[src/rtl/read_query_arbiter.sv]
// Round-robin arbiter that shares the read-RAM query port between N_REQ lanes and routes each
// returned base to its owning lane. Define QUERY_ARB_PERF_EN to add grant/stall perf counters.
module read_query_arbiter #(
  parameter int N_REQ          = 4,
  parameter int READ_NUM_WIDTH = 8,
  parameter int MAX_OUT        = 2
) (
  input  logic                             clk,
  input  logic                             reset,
  input  logic                             stall,
  input  logic                             load_done,
  input  logic [N_REQ-1:0]                 req_valid,
  output logic [N_REQ-1:0]                 req_ready,
  input  logic [6*N_REQ-1:0]               req_status,
  input  logic [7*N_REQ-1:0]               req_position,
  input  logic [READ_NUM_WIDTH*N_REQ-1:0]  req_read_num,
  output logic [5:0]                       status_query,
  output logic [6:0]                       query_position,
  output logic [READ_NUM_WIDTH-1:0]        query_read_num,
  input  logic [7:0]                       new_read_query,
  output logic [N_REQ-1:0]                 resp_valid,
  output logic [7:0]                       resp_query,
  output logic [6:0]                       resp_position,
`ifdef QUERY_ARB_PERF_EN
  output logic [16*N_REQ-1:0]              perf_grants,
  output logic [15:0]                      perf_stall_cycles,
`endif
  output logic [READ_NUM_WIDTH-1:0]        resp_read_num
);

  localparam int         ID_W    = (N_REQ > 1) ? $clog2(N_REQ) : 1;
  localparam logic [5:0] BUBBLE  = 6'b110000;
  localparam logic [5:0] F_BREAK = 6'd2;
  localparam logic [5:0] BCK_END = 6'd6;

  typedef struct packed {
    logic                      valid;
    logic [ID_W-1:0]           id;
    logic [6:0]                position;
    logic [READ_NUM_WIDTH-1:0] read_num;
  } tag_t;

  tag_t             tag_q [3];
  tag_t             tag_d;
  logic [ID_W-1:0]  rr_ptr_q, rr_ptr_d;
  logic [1:0]       cnt_q [N_REQ];
  logic [N_REQ-1:0] no_resp, eligible, cnt_inc;
  logic             grant_valid, grant_no_resp;
  logic [ID_W-1:0]  grant_id;

  function automatic logic is_no_resp(input logic [5:0] s);
    return (s == BUBBLE) || (s == F_BREAK) || (s == BCK_END);
  endfunction

  always_comb begin
    for (int i = 0; i < N_REQ; i++) begin
      no_resp[i]  = is_no_resp(req_status[6*i +: 6]);
      eligible[i] = req_valid[i] && (no_resp[i] || (cnt_q[i] < 2'(MAX_OUT)));
    end
  end

  // Walk offsets from the far end so the lane closest to rr_ptr is the last (winning) write.
  always_comb begin
    logic [ID_W:0] sum;
    logic [ID_W-1:0] idx;
    // NOTE: every output of a combinational block gets a default first, so no path leaves it
    // unassigned and no latch is inferred.
    grant_valid = 1'b0;
    grant_id    = '0;
    sum         = '0;
    idx         = '0;
    if (!reset && !stall && load_done) begin
      for (int k = N_REQ - 1; k >= 0; k--) begin
        sum = {1'b0, rr_ptr_q} + (ID_W+1)'(k);
        if (sum >= (ID_W+1)'(N_REQ)) sum = sum - (ID_W+1)'(N_REQ);
        idx = sum[ID_W-1:0];
        if (eligible[idx]) begin
          grant_valid = 1'b1;
          grant_id    = idx;
        end
      end
    end
  end

  always_comb begin
    req_ready      = '0;
    status_query   = BUBBLE;
    query_position = '0;
    query_read_num = '0;
    grant_no_resp  = 1'b0;
    cnt_inc        = '0;
    tag_d          = '0;
    rr_ptr_d       = rr_ptr_q;
    if (grant_valid) begin
      req_ready[grant_id] = 1'b1;
      status_query   = req_status[6*int'(grant_id) +: 6];
      query_position = req_position[7*int'(grant_id) +: 7];
      query_read_num = req_read_num[READ_NUM_WIDTH*int'(grant_id) +: READ_NUM_WIDTH];
      grant_no_resp  = no_resp[grant_id];
      rr_ptr_d       = (grant_id == ID_W'(N_REQ - 1)) ? '0 : grant_id + 1'b1;
      if (!grant_no_resp) begin
        cnt_inc[grant_id] = 1'b1;
        tag_d = '{valid: 1'b1, id: grant_id, position: query_position, read_num: query_read_num};
      end
    end
  end

  always_comb begin
    resp_valid = '0;
    if (tag_q[2].valid && !stall) resp_valid[tag_q[2].id] = 1'b1;
  end

  assign resp_query    = reset ? 8'h00 : new_read_query;
  assign resp_position = tag_q[2].position;
  assign resp_read_num = tag_q[2].read_num;

  // NOTE: state uses non-blocking assignments so every flop samples pre-edge values; the tag
  // array and counters are individual flops, so reset clears them all and drops in-flight queries.
  always_ff @(posedge clk or posedge reset) begin
    if (reset) begin
      rr_ptr_q <= '0;
      for (int s = 0; s < 3; s++) tag_q[s] <= '0;
      for (int i = 0; i < N_REQ; i++) cnt_q[i] <= '0;
    end else if (!stall) begin
      rr_ptr_q <= rr_ptr_d;
      tag_q[0] <= tag_d;
      tag_q[1] <= tag_q[0];
      tag_q[2] <= tag_q[1];
      for (int i = 0; i < N_REQ; i++) begin
        if (cnt_inc[i] && !resp_valid[i] && cnt_q[i] != 2'(MAX_OUT))
          cnt_q[i] <= cnt_q[i] + 2'd1;
        else if (resp_valid[i] && !cnt_inc[i] && cnt_q[i] != 2'd0)
          cnt_q[i] <= cnt_q[i] - 2'd1;
      end
    end
  end

`ifdef QUERY_ARB_PERF_EN
  logic [15:0] perf_grants_q [N_REQ];
  logic [15:0] perf_stall_q;

  always_ff @(posedge clk or posedge reset) begin
    if (reset) begin
      for (int i = 0; i < N_REQ; i++) perf_grants_q[i] <= '0;
      perf_stall_q <= '0;
    end else begin
      if (grant_valid && perf_grants_q[grant_id] != 16'hFFFF)
        perf_grants_q[grant_id] <= perf_grants_q[grant_id] + 16'd1;
      if (stall && (|req_valid) && perf_stall_q != 16'hFFFF)
        perf_stall_q <= perf_stall_q + 16'd1;
    end
  end

  always_comb begin
    for (int i = 0; i < N_REQ; i++) perf_grants[16*i +: 16] = perf_grants_q[i];
  end
  assign perf_stall_cycles = perf_stall_q;
`endif

endmodule

[config.mk]
export PLATFORM = sky130hd
export DESIGN_NAME = read_query_arbiter
export DESIGN_NICKNAME = d
export VERILOG_FILES = /design/src/rtl/read_query_arbiter.sv
export SDC_FILE = /design/constraint.sdc
export NUM_CORES = 1
export LEC_CHECK = 0
export ABC_AREA = 1
export CAP_MARGIN = 5
export CORE_ASPECT_RATIO = 1.4
export CORE_MARGIN = 2
export CORE_UTILIZATION = 49
export CTS_CLUSTER_DIAMETER = 40
export CTS_CLUSTER_SIZE = 16
export DETAILED_ROUTE_END_ITERATION = 7
export PLACE_DENSITY = 0.84
export SLEW_MARGIN = 0
export SYNTH_ARGS = -nofsm -noshare
export SYNTH_HDL_FRONTEND = slang
export SYNTH_SLANG_ARGS = --single-unit
[constraint.sdc]
create_clock -name clk -period 8.1 [get_ports clk]
set_clock_uncertainty 0.1 [all_clocks]
set_input_delay 0.81 -clock clk [delete_from_list [all_inputs] [get_ports clk]]
set_output_delay 0.81 -clock clk [all_outputs]
set_load 0.005 [all_outputs]
**After elaboration in Yosys (flattened, before gate mapping)**

Cells that the tools add are included.

- Bits of input ports: 100
- Bits in registers: 64

- Reduce and logical (&&, ||, !) cells: 60
- Shift-type cells: 3
- Bitwise operators: 1
- Magnitude comparators: 16
- Equality and inequality tests: 17
- $mul: 2
- Add/subtract/negate cells: 16
- Muxes and demuxes: 51

Operators with widths:

| cell | number |
|---|---|
| $mux 2 | 22 |
| $mux 18 | 2 |
| $shiftx 32x6->8 | 1 |
| $shiftx 28x6->7 | 1 |
| $logic_and 1x1->1 | 25 |
| $eq 6x2->1 const B | 4 |
| $eq 6x3->1 const B | 4 |
| $eq 6x6->1 const B | 4 |
| $shiftx 24x6->6 | 1 |
| $lt 2x3->1 const B | 6 |
| $mux 4 | 4 |
| $mux 8 | 2 |
| $reduce_bool 2->1 | 8 |
| $sub 2x1->2 const B | 8 |
| $logic_or 1x1->1 | 12 |
| $mux 1 | 12 |
| $add 2x1->2 const B | 5 |
| $bmux 1 s2 | 5 |
| $logic_not 1->1 | 10 |
| $reduce_and 2->1 | 5 |
| $ge 3x3->1 const B | 3 |
| $lt 2x2->1 const B | 4 |
| $ne 2x2->1 const B | 4 |
| $mux 7 | 1 |
| 10 further kinds | 13 |

**Logic depth before layout (Yosys ltp)**

Gate-level depths: netlist of the first run.

- Depth in word-level cells: 23
- Gate-level depth with buffers: 26

**Worst setup path before layout of the first run**

Ideal clock, no wire load.

- Kind: input -> output
- Start: input port reset
- End: output port status_query[5]
- Data required time: 7.190 ns
- Path buffers: 3
- Stages: 10
- Slack: 3.478 ns
- Arrival time: 3.712 ns
- Cells stage by stage: clkbuf_1 > inv_1 > nand3_1 > inv_1 > nand2_2 > buf_2 > buf_4 > o21ai_0 > a21oi_1 > o21ai_0

- Cells in the longest elaborated chain, start to end: 7

RTL lines:

| item | line | RTL |
|---|---|---|
| start, declared | 9 | `input logic reset,` |
| $logic_not 1->1 (no source line) (*) | n/a |  |
| $logic_and 1x1->1 (*) (2 in a row) | 72 | `if (!reset && !stall && load_done) begin` |
| $mux 2 | 72 |  |
| $mul 2x2->4 | 96 | `status_query = req_status[6*int'(grant_id) +: 6];` |
| $shiftx 24x6->6 | 96 |  |
| $mux 6 (*) | 94 | `if (grant_valid) begin` |
| end, declared | 17 | `output logic [5:0] status_query,` |

Mark *: on every way between the ends. The rest lies on a longest branch, timed or not.

**Worst setup path after layout of the first run**

- Start: input port req_status[16]
- End: output port req_ready[3]

- Cells in the longest elaborated chain, start to end: 17

RTL lines:

| item | line | RTL |
|---|---|---|
| start, declared | 14 | `input logic [6*N_REQ-1:0] req_status,` |
| $eq 6x6->1 / $eq 6x2->1 (equally long branches) | 52 | `return (s == BUBBLE) \|\| (s == F_BREAK) \|\| (s == BCK_END);` |
| $logic_or 1x1->1 | 52 |  |
| $logic_or 1x1->1 (*) | 52 |  |
| $logic_or 1x1->1 (*) | 58 | `eligible[i] = req_valid[i] && (no_resp[i] \|\| (cnt_q[i] < 2'(MAX_OUT)));` |
| $logic_and 1x1->1 (*) | 58 |  |
| $bmux 1 s2 | 77 | `if (eligible[idx]) begin` |
| $mux 1 (implied by the code) | 77 |  |
| $mux 2 (4 in a row) | 77 |  |
| $mux 2 | 72 |  |
| $lt 2x3->1 (implied by the code) / $ge 2x1->1 (equally long branches) | 95 | `req_ready[grant_id] = 1'b1;` |
| $logic_and 1x1->1 (implied by the code) | 95 |  |
| $mux 1 (implied by the code) | 95 |  |
| $demux 1 s2 | 95 |  |
| $mux 4 (*) | 94 |  |
| end, declared | 13 | `output logic [N_REQ-1:0] req_ready,` |

Mark *: on every way between the ends. The rest lies on a longest branch, timed or not. The select of a mux whose other input is x is not followed.

==> flow_summary.yaml, run 1 <==
clocking:
  tritoncts: "yes"
  htreeDepth: 3
  clk_pin_slew_ps: 50
  hold_buffers: 0
  clockRootBuffer: "clkbuf_16"
  ctsResizeCount: 0
  cts_sinks: 64
  clockBufferDepth: 2
  post-cts-setup-buffers: 0
  cts_made_buffers: 9
  clkLatencyLatePin_ps: 330
grt:
  antenna_found_initial: 0
  grt_pass1_vias: 4302
  gr-usage-met3: 0.06431
  grt_use_total: 0.2868
  grt_max_degree: 65
  use_met1: 0.3229
  grtUsageMet2: 0.4967
  overflow: 0
  grt_pass1_wl_um: 20070
  top_usage_layer: "met2"
final_layout:
  seq_area_um2: 1602
  layout.cells.non_filler: 833
  fillCellCount: 640
  nets: 830
  area_growth_pct: 41.52
  final_layout_size_suffix_gt1_frac: 0.04788
  multiInputGateArea_um2: 1938
  antennaDiodeCount: 0
placement:
  io_buffers: 151
  post-place-cells: 817
  dp_slack_ps: 2331
  dpl.hpwl_um: 9219
  gp_congestion: 0.8513
yosys:
  yosysUniqueCellTypes: 26
  synth_nets: 710
  syn_avg_cell_area_um2: 6.772
  yosysTopAreaCell: "dfrtp_1"
  synth_area_um2: 4104
  async_reset_ff_frac: 1.000
  syn_inst: 606
  seq_area_frac_synth: 0.3902
  yosysMostFrequentCell: "nand2_1"
  synth_top_cell_area_share: 0.3902
  synth_commonest_cells: "nand2_1 (176), inv_1 (79), dfrtp_1 (64), nor2_1 (47), o21ai_0 (40)"
  yosys_warnings: 0
  synth_edf_count: 0
  synth-seq-cells: 64
  ys_top_cells_by_area: "dfrtp_1 (39%), nand2_1 (16%), inv_1 (7.2%)"
  synth_ff_type: "dfrtp_1"
floorplan:
  die_h_um: 112.3
  io_pins: 152
  die-area_um2: 9134
  rows: 39
  start_util: 0.5036
  fp.dieW_um: 81.35
  core_area_um2: 8149
worst_setup_path:
  rr_startpoint: "rr_ptr_q[0]"
  crit_fanout: 60
  crit_type: "in2out"
  rrSetupSlack_ps: 4180
  r2r_cells: 18
  critPathLaunchType: "input port"
  endpoint_kind: "output port"
  r2r_end: "cnt_q[5]"
  required_ps: 7190
  arrival_ps: 4900
detailed_routing:
  vias: 4509
  wl_um: 12540
  via_per_inst: 5.413
  drtAntennaViolNets: 0
  dr.pass1.iters: 8
  wl_per_cell_um: 15.06
  first_iter_violations: 385
  drc: 0
pwr:
  peakVddDrop_uv: 183.1
  leakagePower_nw: 2.715
  power_density_nw_per_um2: 214.2
hold_path:
  worstHoldPathCells: 2
  worst_hold_path_type: "reg2reg"
  hold_end: "resp_read_num[1]"
  hp-start: "tag_q[19]"
timing:
  slew_viol_final: 0
  rsz0062_at_grt: "false"
  setup_tns_ps: 0
  setup_viol: 0
  tightest_slew_ps: 1013
  period_needed_ps: 5815
  fmax_ghz: 0.1720
  worst_slack_ps: 2285
  max_slew_margin: 0.3235
  hold_violations: 0
  period_share: 0.7179
outcome:
  status: "finished clean"
flow_run:
  cap_violations: 0
## worst max-delay path, stage by stage
cell and delay (ps):
clkdlybuf4s50_1 460, inv_1 140, nand2_1 60, a21oi_1 140, nand2_1 110, nand2_1 90, nand3_1 70, nand2_1 90
nand2_1 120, nand2_1 110, inv_2 50, nand2_1 60, nand2_1 60, nand2_2 90, nand2_2 540, inv_2 740
ha_1 250, inv_1 40, nor2_1 250, clkdlybuf4s50_1 580
## cells in the final DEF, fill, tap and decap left out
cell type / instances
o211ai_1: 16
nand4_1: 9
inv_2: 5
nand2_1: 176
ha_1: 4
bufinv_16: 1
o21ai_0: 40
o21ai_1: 26
dfrtp_1: 64
clkbuf_16: 9
nor2_1: 47
clkdlybuf4s50_1: 150
clkinv_2: 2
or2_1: 11
buf_2: 1
nor3_1: 4
o21bai_2: 1
a21oi_1: 38
a21oi_4: 1
inv_1: 78
buf_4: 2
nand2_2: 8
xor2_1: 1
clkbuf_8: 2
nand3_2: 1
clkinvlp_4: 2
o22ai_1: 3
nand3_1: 25
or2_0: 4
## through the flow
| stage | power (W) | hold slack, ps | cell area [um2] | util |
|---|---|---|---|---|
| detailed placement | 0.0008496 | 353.5 | 5500 | 0.6750 |
| CTS | 0.001245 | 368.0 | 5808 | 0.7127 |
| global placement | 0.0008333 | 351.2 | 5500 | 0.6750 |
| finish | 0.001244 | 364.6 | 5808 | 0.7127 |
| floorplan | 0.0007028 | 341.7 | 4104 | - |
| global route | 0.001320 | 395.2 | 5808 | 0.7127 |
## routing by layer
layer / wire [um] / up-vias
li1: - / 2142
met5: 0 / -
met2: 6605 / 211
met4: 601 / 0
met1: 4487 / 2106
met3: 848 / 50
## final cells by class
class / count / share of cell area
Multi-Input combinational cell: 415 / 0.3337
Sequential cell: 64 / 0.2757
Timing Repair Buffer: 153 / 0.2620
Inverter: 83 / 0.05364
Clock buffer: 11 / 0.04352
Tap cell: 102 / 0.02197
Clock inverter: 5 / 0.009479
## report_power, final
part	switching (W)	leakage, nW	total, W	internal [W]
registers	0.0000449	0.867	0.000426	0.000381
clock network	0.000140	0.148	0.000393	0.000253
logic	0.000244	1.70	0.000425	0.000181
total	0.000428	2.71	0.00124	0.000816
## state kept, by name, summed over array words and instances (netlist names)
register and flops:
tag_q 39, cnt_q 8, resp_read_num 8, resp_position 7, rr_ptr_q 2
## logic make-up after synthesis
group / count (synthesis) / share of synthesized area
AO/OA/AOI/OAI: 125 / 0.1674
XOR/XNOR: 1 / 0.002135
adder cells (fa/ha/maj): 4 / 0.01220
buffers and inverters: 127 / 0.1375
flip-flops: 64 / 0.3902
AND/OR/NAND/NOR: 285 / 0.2905
## worst max path at each step
stage / from / to / slack, ps / depth (start not counted)
floorplan: reset / status_query[5] / 3480 / 10
global placement: req_status[16] / req_ready[3] / 2440 / 20
detailed placement: req_status[16] / req_ready[3] / 2330 / 20
CTS: req_status[16] / req_ready[3] / 2320 / 20
global route: req_status[16] / req_ready[1] / 1930 / 20
finish: req_status[16] / req_ready[3] / 2290 / 20
(Power assumes the default switching activity.)
==> inputs of run 2 (changes only) <==
--- a/config.mk
+++ b/config.mk
@@ -9,11 +9,11 @@
 export CAP_MARGIN = 5
 export CORE_ASPECT_RATIO = 1.4
 export CORE_MARGIN = 2
-export CORE_UTILIZATION = 49
+export CORE_UTILIZATION = 45
 export CTS_CLUSTER_DIAMETER = 40
 export CTS_CLUSTER_SIZE = 16
 export DETAILED_ROUTE_END_ITERATION = 7
-export PLACE_DENSITY = 0.84
+export PLACE_DENSITY = 0.78
 export SLEW_MARGIN = 0
 export SYNTH_ARGS = -nofsm -noshare
 export SYNTH_HDL_FRONTEND = slang
==> constraint.sdc (replaced) <==
create_clock -name clk -period 5.8 [get_ports clk]
set_clock_uncertainty 0.1 [all_clocks]
set_input_delay 0.58 -clock clk [delete_from_list [all_inputs] [get_ports clk]]
set_output_delay 0.58 -clock clk [all_outputs]
set_load 0.005 [all_outputs]
==> run 2 against run 1 <==
Sequential share of layout area fell by 0.20 points. Critical path depth fell by 5. Non-clock buffer count rose by 1. Clock-buffer cell count fell by 1. Register-to-register slack got worse by 1600 ps. Utilization fell by 5.7 points. Die area rose by 8.5%. First-iteration DRC count fell by 29%. Global-route usage fell by 4.0 points. Hold slack improved by 6.2 ps. Largest cell class unchanged.
==> flow_summary.yaml, run 2 (synthesized netlist as in run 1, its figures left out) <==
final_layout:
  final_common_cell: "nand2_1"
  layout.cells.non_filler: 839
  nets: 831
  fillCellCount: 801
  final_layout_size_suffix_gt1_frac: 0.04781
  final_cell_area_um2: 5851
  largest_register_ffs: 39
  antennaDiodeCount: 0
  layout_common_cells: "nand2_1 (176), clkdlybuf4s50_1 (150), inv_1 (78)"
  area_growth_pct: 42.56
  regMostFlops: "tag_q"
placement:
  gp_congestion: 0.8281
  dp_slack_ps: 1167
  dpl.hpwl_um: 8995
  io_buffers: 151
  place_area_um2: 5514
  post-place-cells: 823
worst_setup_path:
  startpoint: "req_status[19]"
  crit_fanout: 36
  endpoint: "req_ready[2]"
  arrival_ps: 3970
  crit_type: "in2out"
  r2r_cells: 15
  r2r_end: "tag_q[36]"
  rr_startpoint: "rr_ptr_q[0]"
  critPathLaunchType: "input port"
  endpoint_kind: "output port"
  rrSetupSlack_ps: 2540
  required_ps: 5120
detailed_routing:
  drc: 0
  first_iter_violations: 274
  dr.pass1.iters: 4
  via_per_inst: 5.174
  drtAntennaViolNets: 0
  vias: 4341
  wl_um: 12100
  wl_per_cell_um: 14.42
floorplan:
  die_h_um: 117.0
  die-area_um2: 9911
  core_area_um2: 8926
  start_util: 0.4598
  io_pins: 152
  fp.dieW_um: 84.71
  rows: 41
pwr:
  intPower_w: 0.001205
  leakagePower_nw: 2.734
  pwr-share-comb: 0.331
  power_density_nw_per_um2: 307.1
  clkPwrFrac: 0.339
  seqPwrFrac: 0.330
  peakVddDrop_uv: 236.0
  power_switching_w: 0.0005916
  switching_share: 0.3293
grt:
  grt_pass1_wl_um: 19250
  antenna_found_initial: 0
  overflow: 0
  grt_max_degree: 65
  grt_use_total: 0.2472
  grt_pass1_vias: 4216
flow_run:
  cap_violations: 0
timing:
  hold_violations: 0
  period_share: 0.8019
  rsz0062_at_grt: "false"
  max_slew_margin: 0.3408
  period_needed_ps: 4651
  worst_slack_ps: 1149
  setup_viol: 0
  fmax_ghz: 0.2150
  setup_tns_ps: 0
  tightest_slew_ps: 986.6
  slew_viol_final: 0
clocking:
  clockRootBuffer: "clkbuf_16"
  clk_pin_slew_ps: 60
  htreeDepth: 3
  clkLatencyLatePin_ps: 330
  tritoncts: "yes"
  cts_sinks: 64
  ctsResizeCount: 0
  cts_made_buffers: 9
  post-cts-setup-buffers: 0
  clockBufferDepth: 2
  hold_buffers: 0
hold_path:
  worst_hold_path_type: "reg2reg"
outcome:
  status: "finished clean"
-- run 2: cell types whose count changed in the layout (fill, tap and decap cells not counted) --
cell        change
clkbuf_8        -2
clkinvlp_4      -1
clkbuf_1        +1
buf_4           +1
bufinv_16       +2
-- run 2: how the worst min path moves through the flow --
stage	start	end	slack, ps	depth (start not counted)
4_1_cts	tag_q[19]	resp_read_num[1]	370	2
2_1_floorplan	tag_q[18]	resp_read_num[0]	340	2
5_1_grt	tag_q[19]	resp_read_num[1]	390	2
3_5_place_dp	tag_q[20]	resp_read_num[2]	350	2
6_report	tag_q[30]	resp_position[4]	370	2
3_3_place_gp	tag_q[31]	resp_position[5]	350	2
-- run 2: cell type report --
class                      count  area (um2)  share of cell area
timing repair buffer         154        1529              0.2613
clock buffer                  10       229.0             0.03914
clock inverter                 6       107.6             0.01839
sequential                    64        1602              0.2737
multi-input combinational    415        1938              0.3313
tap                          107       133.9             0.02288
inverter                      83       311.5             0.05325
-- run 2: metrics by stage --
step	total power, W	hold WS (ps)	utilization
3_5_place_dp	0.001189	353.8	0.6177
5_1_grt	0.001907	394.5	0.6555
3_3_place_gp	0.001164	352.2	0.6177
2_1_floorplan	0.0009814	341.7	-
6_report	0.001797	370.8	0.6555
4_1_cts	0.001799	372.1	0.6555
-- run 2: metal layers --
metal | wire length [um] | GRT usage
met5 | 0 | 0
met4 | 474 | 0.1323
met3 | 593 | 0.05820
met2 | 6200 | 0.4388
met1 | 4832 | 0.2750
-- run 2: power groups by stage --
stage	clock network (W)	logic [W]	registers, W
CTS	0.000612	0.000596	0.000592
detailed placement	0	0.000591	0.000598
global route	0.000636	0.000668	0.000604
global placement	0	0.000570	0.000593
floorplan	0	0.000405	0.000577
finish	0.000609	0.000595	0.000593
-- run 2: critical path: stages --
cell	delay [ps]
clkdlybuf4s50_1	510
inv_1	50
o21ai_1	140
nand3_1	130
nand2_1	90
nand3_1	70
nand2_1	110
nand2_1	80
a21oi_1	170
o21bai_2	120
a21oi_4	790
ha_1	280
inv_1	40
nor2_1	240
clkdlybuf4s50_1	570
